**src/rtl/mult_rs.sv**
```systemverilog
// Reservation station feeding the multiply unit: a collapsing queue of
// micro-ops that snoop the CDB and issue oldest-ready-first.
module mult_rs #(
    parameter int unsigned DEPTH = 4
) (
    input  logic            clk,
    input  logic            rst,
    input  logic            dispatch_transmit,
    input  logic [7:0]      dispatch_operand,
    input  logic [1:0][3:0] dispatch_tags,
    input  logic [1:0]      dispatch_ready,
    input  logic [1:0][7:0] dispatch_vals,
    input  logic [7:0]      dispatch_wbs,
    input  logic [7:0]      dispatch_flags,
    input  logic [3:0]      dispatch_robid,
    output logic            rs_full,
    input  logic            cdb_transmit,
    input  logic [3:0]      cdb_id,
    input  logic [7:0]      cdb_val,
    input  logic            flush,
    input  logic            fu_busy,
    output logic            issue_transmit,
    output logic [7:0]      issue_operand,
    output logic [1:0][7:0] issue_depvals,
    output logic [7:0]      issue_wbs,
    output logic [7:0]      issue_flags,
    output logic [3:0]      issue_robid
);
    localparam int unsigned CW = $clog2(DEPTH + 1);

    typedef struct packed {
        logic            valid;
        logic [7:0]      operand;
        logic [1:0]      rdy;
        logic [1:0][3:0] tag;
        logic [1:0][7:0] val;
        logic [7:0]      wbs;
        logic [7:0]      flags;
        logic [3:0]      robid;
    } entry_t;

    entry_t           q     [DEPTH];
    entry_t           woken [DEPTH+1];
    entry_t           q_n   [DEPTH];
    entry_t           new_e;
    logic [DEPTH-1:0] at_or_above_sel;
    logic             sel_found;
    logic [7:0]       sel_operand;
    logic [1:0][7:0]  sel_vals;
    logic [7:0]       sel_wbs;
    logic [7:0]       sel_flags;
    logic [3:0]       sel_robid;
    logic             issue_go;
    logic             accept;
    logic [CW-1:0]    count;
    logic [CW-1:0]    count_after;
    logic [CW-1:0]    count_n;

    assign rs_full  = (count == CW'(DEPTH));
    assign accept   = dispatch_transmit && !rs_full;
    assign issue_go = sel_found && !fu_busy && !flush && !rst;

    // Oldest fully-ready entry; also marks every slot at or above it,
    // which is exactly the region that collapses when it issues.
    always_comb begin
        sel_found       = 1'b0;
        sel_operand     = '0;
        sel_vals        = '0;
        sel_wbs         = '0;
        sel_flags       = '0;
        sel_robid       = '0;
        at_or_above_sel = '0;
        for (int unsigned i = 0; i < DEPTH; i++) begin
            if (!sel_found && q[i].valid && (&q[i].rdy)) begin
                sel_found   = 1'b1;
                sel_operand = q[i].operand;
                sel_vals    = q[i].val;
                sel_wbs     = q[i].wbs;
                sel_flags   = q[i].flags;
                sel_robid   = q[i].robid;
            end
            at_or_above_sel[i] = sel_found;
        end
    end

    always_comb begin
        issue_transmit = issue_go;
        issue_operand  = issue_go ? sel_operand : '0;
        issue_depvals  = issue_go ? sel_vals    : '0;
        issue_wbs      = issue_go ? sel_wbs     : '0;
        issue_flags    = issue_go ? sel_flags   : '0;
        issue_robid    = issue_go ? sel_robid   : '0;
    end

    // Wakeup is applied before the shift so a captured value travels with its entry.
    always_comb begin
        for (int unsigned i = 0; i < DEPTH; i++) begin
            woken[i] = q[i];
            for (int unsigned s = 0; s < 2; s++) begin
                if (q[i].valid && !q[i].rdy[s] && cdb_transmit && (q[i].tag[s] == cdb_id)) begin
                    woken[i].rdy[s] = 1'b1;
                    woken[i].val[s] = cdb_val;
                end
            end
        end
        woken[DEPTH] = '0;
    end

    always_comb begin
        new_e.valid   = 1'b1;
        new_e.operand = dispatch_operand;
        new_e.rdy     = dispatch_ready;
        new_e.tag     = dispatch_tags;
        new_e.val     = dispatch_vals;
        new_e.wbs     = dispatch_wbs;
        new_e.flags   = dispatch_flags;
        new_e.robid   = dispatch_robid;
        for (int unsigned s = 0; s < 2; s++) begin
            if (!dispatch_ready[s] && cdb_transmit && (dispatch_tags[s] == cdb_id)) begin
                new_e.rdy[s] = 1'b1;
                new_e.val[s] = cdb_val;
            end
        end
    end

    always_comb begin
        count_after = count - CW'(issue_go);
        count_n     = count_after + CW'(accept);
        for (int unsigned i = 0; i < DEPTH; i++) begin
            if (issue_go && at_or_above_sel[i]) begin
                q_n[i] = woken[i+1];
            end else begin
                q_n[i] = woken[i];
            end
            if (accept && (CW'(i) == count_after)) begin
                q_n[i] = new_e;
            end
        end
    end

    always_ff @(posedge clk) begin
        if (rst || flush) begin
            count <= '0;
            for (int unsigned i = 0; i < DEPTH; i++) begin
                q[i] <= '0;
            end
        end else begin
            count <= count_n;
            for (int unsigned i = 0; i < DEPTH; i++) begin
                q[i] <= q_n[i];
            end
        end
    end
endmodule

```
**config.mk**
```make
export PLATFORM = sky130hd
export DESIGN_NAME = mult_rs
export DESIGN_NICKNAME = d
export VERILOG_FILES = /design/src/rtl/mult_rs.sv
export SDC_FILE = /design/constraint.sdc
export NUM_CORES = 1
export LEC_CHECK = 0
export BUFFER_PORTS_ARGS = -buffer_cell sky130_fd_sc_hd__buf_2
export CORE_MARGIN = 2
export CORE_UTILIZATION = 54
export CTS_CLUSTER_SIZE = 20
export DETAILED_ROUTE_END_ITERATION = 12
export PLACE_DENSITY_LB_ADDON = 0.3
export SLEW_MARGIN = 20
export SYNTH_ARGS = -nofsm -noshare
export SYNTH_HDL_FRONTEND = slang
export SYNTH_SLANG_ARGS = --single-unit
```
**constraint.sdc**
```tcl
create_clock -name clk -period 2.77 [get_ports clk]
set_input_delay 0.1385 -clock clk [delete_from_list [all_inputs] [get_ports clk]]
set_output_delay 0.1385 -clock clk [all_outputs]
set_load 0.02 [all_outputs]
```
## Yosys cells after proc, flatten, opt, wreduce, memory -nomap -nowiden

Memories as Yosys holds them, arrays and structs flattened.
Cells that the tools add are included.

- Bits in registers: 3
- Memory bits (writable): 220
- Input bits: 72
- Output and inout bits: 46
- Logic and storage cells: 156
- Memories: 1

Memories:

| memory | words | width | read ports | clocked after memory_dff | wr ports | line | text |
|---|---|---|---|---|---|---|---|
| q | 4 | 55 | 4 | 0 | 4 | 42 | `entry_t q [DEPTH];` |

- $add $sub $neg: 2
- Eq/ne operators: 14
- Muxes and demuxes: 64
- Bitwise gates (word level): 4
- Reduce and logical (&&, ||, !) cells: 70

Operators by type and width:

| kind | number |
|---|---|
| 2-to-1 mux 55 bit | 12 |
| 2-to-1 mux 8 bit | 25 |
| 2-to-1 mux 16 bit | 5 |
| logical AND 1 bit | 47 |
| equality test 4 bit | 10 |
| 2-to-1 mux 4 bit | 5 |
| zero test 1 bit | 17 |
| 2-to-1 mux 1 bit | 17 |
| AND reduction 2 bit | 4 |
| equality test 2 x 3 -> 1 bit (first input constant) | 2 |
| OR 1 bit | 4 |
| adder 3 x 1 -> 3 bit | 1 |
| equality test 1 x 3 -> 1 bit (first input constant) | 1 |
| equality test 3 bit (second input constant) | 1 |
| zero test 3 bit | 1 |
| subtractor 3 x 1 -> 3 bit | 1 |
| logical OR 1 bit | 1 |

## Depth between registers and ports, before layout

An unclocked memory read counts as a cell.

- Depth after elaboration: 24
- Depth in mapped cells: 15
- Gate-level depth less buffers: 10

## Worst setup path before layout

OpenSTA, ideal clock, no wires.

- Path kind: input -> register
- From: input port fu_busy
- To: memory q[1][32] (netlist bit)
- Setup time: 0.117 ns
- Arrival time: 3.047 ns
- Data required time: 2.653 ns
- Slack: -0.395 ns
- Stages on the path: 15
- Path buffers: 5
- Cell sequence: or3_1 > clkbuf_1 > a41o_1 > clkbuf_1 > inv_1 > ha_1 > ha_1 > o211a_1 > o21ai_0 > or3_1 > clkbuf_1 > and2_1 > clkbuf_1 > clkbuf_1 > a32o_1

RTL lines:

| what | line | text |
|---|---|---|
| start, declared | 21 | `input logic fu_busy,` |
| end, declared | 42 |  |

==> flow_metrics.tcl <==
set metrics [dict create \
    h-tree-depth 1 \
    cts_buffers 25 \
    cpMaxStageDelayCell "nor3b_4" \
    slew_headroom_pct 31.9 \
    fin_tns_setup_ps 0 \
    max-clock-path-buffers 3 \
    worstPathRequired_ps 3250 \
    synth.distinct_cells 55 \
    clock.fmax_mhz 372 \
    worst_slew_pin_slew_ps 1020 \
    viasPerCell 6.70 \
    whs_ps 26.8 \
    power_frac_comb_pct 8.1 \
    cts_tree "built" \
    syn_inst 1576 \
    hold_viol_final 0 \
    p_leak_nw 5.05 \
    fin_worst_skew_ps 17.0 \
    overflow 0 \
    hpwlAfterDp_um 26600 \
    max_cap_violations 0 \
    hold_path_class "primary input to flip-flop" \
    gp_congestion 0.939 \
    async_reset_ff_share_pct 0 \
    crit_chain "nand3_1 -> a41o_4 -> inv_8 -> ha_4 -> ha_4 -> o211a_1 -> o2111ai_4 -> nor3b_4 -> a21boi_0 -> a211o_1" \
    grt_start_max_net_pins 169 \
    setup_violations 0 \
    rows 55 \
    drv_slew 0 \
    syn-cell-area_um2 12200 \
    synth.most_common_cell "nand2_1" \
    syn2layout_area_growth_pct 20.6 \
    holdPathStages 4 \
    cts_setup_buffers 0 \
    grt.total_usage_pct 35.4 \
    diodes 0 \
    fin_ws_ps 81.4 \
    antenna_found_initial 1 \
    ir_drop_mv 0.408 \
    die_area_um2 23800 \
    cp_max_fo 16 \
    swShare_pct 24.3 \
    io_buffers 117 \
    period_needed_ps 2690 \
    grt_pass1_vias 12800 \
    synth_edf_count 0 \
    ys_seq_area_share_pct 36.6 \
    crit_top_cell "ha_4" \
    drt_iter0_markers 1666 \
    reg2regPathDepth 10 \
    crit_arrival_ps 3160 \
    grt_pass1_wl_um 68600 \
    fin_util_pct 65.6 \
    critPathLaunchType "flip-flop" \
    core_area_um2 22400 \
    final_area_um2 14700 \
    synthTopCellsByArea "dfxtp_1, nand2_1, o21ai_0" \
    clockPowerShare_pct 47.5 \
    synthTopCellsByCount "nand2_1, dfxtp_1, o21ai_0, a21oi_1, nor2_1" \
    drtPass1Iterations 8 \
    ys_ff_latch 223 \
    p_int_w 0.00562 \
    die_y_um 154 \
    die-width_um 154 \
    status "finished clean" \
    max_stage_delay_ps 720 \
    nNetsFinal 1763 \
    pin_count 118 \
    ant_nets 0 \
    pre_cts_ws_ps -163 \
    cts_sinks 223 \
    syn_avg_cell_area_um2 7.75 \
    wl_per_cell_um 22.0 \
    initial_core_util_pct 54.4 \
    yosys_warnings 0 \
    clk_latency_ps 540 \
    cts.reportedPaths.clkPinSlew_ps 70 \
    p_switching_w 0.00180 \
    totalWireLength_um 43700 \
    synth_top_area_cell "dfxtp_1" \
    netlist.area_leader.share_pct 36.6 \
    root_buffer "clkbuf_16" \
    crit_type "flip-flop to flip-flop" \
    final_layout_size_suffix_gt1_share_pct 15.9 \
    vias 13300 \
    placed_area_um2 13400 \
    synth_nets 1651 \
    crit_path_end_kind "flip-flop" \
    synth_flop_cell "dfxtp_1" \
    power_frac_seq_pct 44.3 \
    p_per_area_nw_per_um2 504 \
    drcViolationCount 0 \
    rsz0062_at_grt "no" \
    finalCritPeriodShare_pct 97.1 \
]
-- cell usage in the layout (no fill, tap or decap), drive strengths merged, types with 18 or more instances in the layout --
master and instances:
a311oi 72, dlygate4sd3 38, nor3 19, buf 190, a21o 18, dfxtp 223
a21oi 128, mux2i 53, xnor2 28, clkbuf 34, a211oi 39, or2 20
a221o 44, o21ai 133, a21boi 24, nor2 122, nand2 238, nand3 113
-- registers in the layout (all words and copies together) (netlist names) --
register  cells
count         3
q           220
-- what timing repair did --
item | in CTS | in global routing
endpoints found under the setup margin | 55 | 106
pin swaps | 0 | 0
hold buffers | 38 | 0
endpoints found under the hold margin | 146 | 0
resized for setup | 4 | 7
-- through the flow --
| step | std cells | power [W] |
|---|---|---|
| finish | 1992 | 0.00742 |
| global route | 1992 | 0.00761 |
| CTS | 1992 | 0.00741 |
| detailed placement | 1908 | 0.00389 |
| global placement | 1908 | 0.00388 |
| floorplan | 1576 | 0.00366 |
-- area by class of cell --
class	instances	area (um^2)
Tap cell	285	357
Inverter	16	67.6
Timing Repair Buffer	228	1680
Sequential cell	223	4460
Clock buffer	34	699
Clock inverter	12	168
Fill cell	1855	7710
Multi-Input combinational cell	1194	7280
-- worst max-delay path, delay by kind of cell, from the launching register on --
| family | cells | cell delay [ps] |
|---|---|---|
| compound gates | 5 | 1090 |
| fa+ha+maj | 2 | 310 |
| buf+inv | 1 | 40 |
| flops | 1 | 320 |
| simple gates | 2 | 870 |
-- power groups by stage --
stage / registers [W] / logic (W) / clock network, W
5_1_grt: 0.00329 / 0.000639 / 0.00368
4_1_cts: 0.00329 / 0.000584 / 0.00353
6_report: 0.00329 / 0.000604 / 0.00353
2_1_floorplan: 0.00335 / 0.000308 / 0
3_5_place_dp: 0.00336 / 0.000538 / 0
3_3_place_gp: 0.00336 / 0.000528 / 0
-- cell families after synthesis --
family / synth area share [%]
XOR/XNOR: 2.80
buffers and inverters: 5.20
multiplexers: 4.35
flip-flops: 36.6
adder cells (fa/ha/maj): 0.308
AO/OA/AOI/OAI: 31.0
AND/OR/NAND/NOR: 19.8
-- per-layer routing --
metal | up-vias | share of wire [%] | GRT usage, %
li1 | 6043 | - | -
met3 | 175 | 11 | 5.60
met1 | 6256 | 38 | 46.3
met4 | 2 | 4.6 | 16.2
met5 | - | 0.030 | 0
met2 | 867 | 46 | 57.7
-- final timing paths --
kind,start,slack [ps],to
max,q[3][44],80,q[2][27]
max reg2reg,q[3][44],80,q[2][27]
min,dispatch_vals[9],30,q[0][29]
min reg2reg,q[0][50],480,q[0][50]
Note: power is estimated with default switching activity, not from simulation.
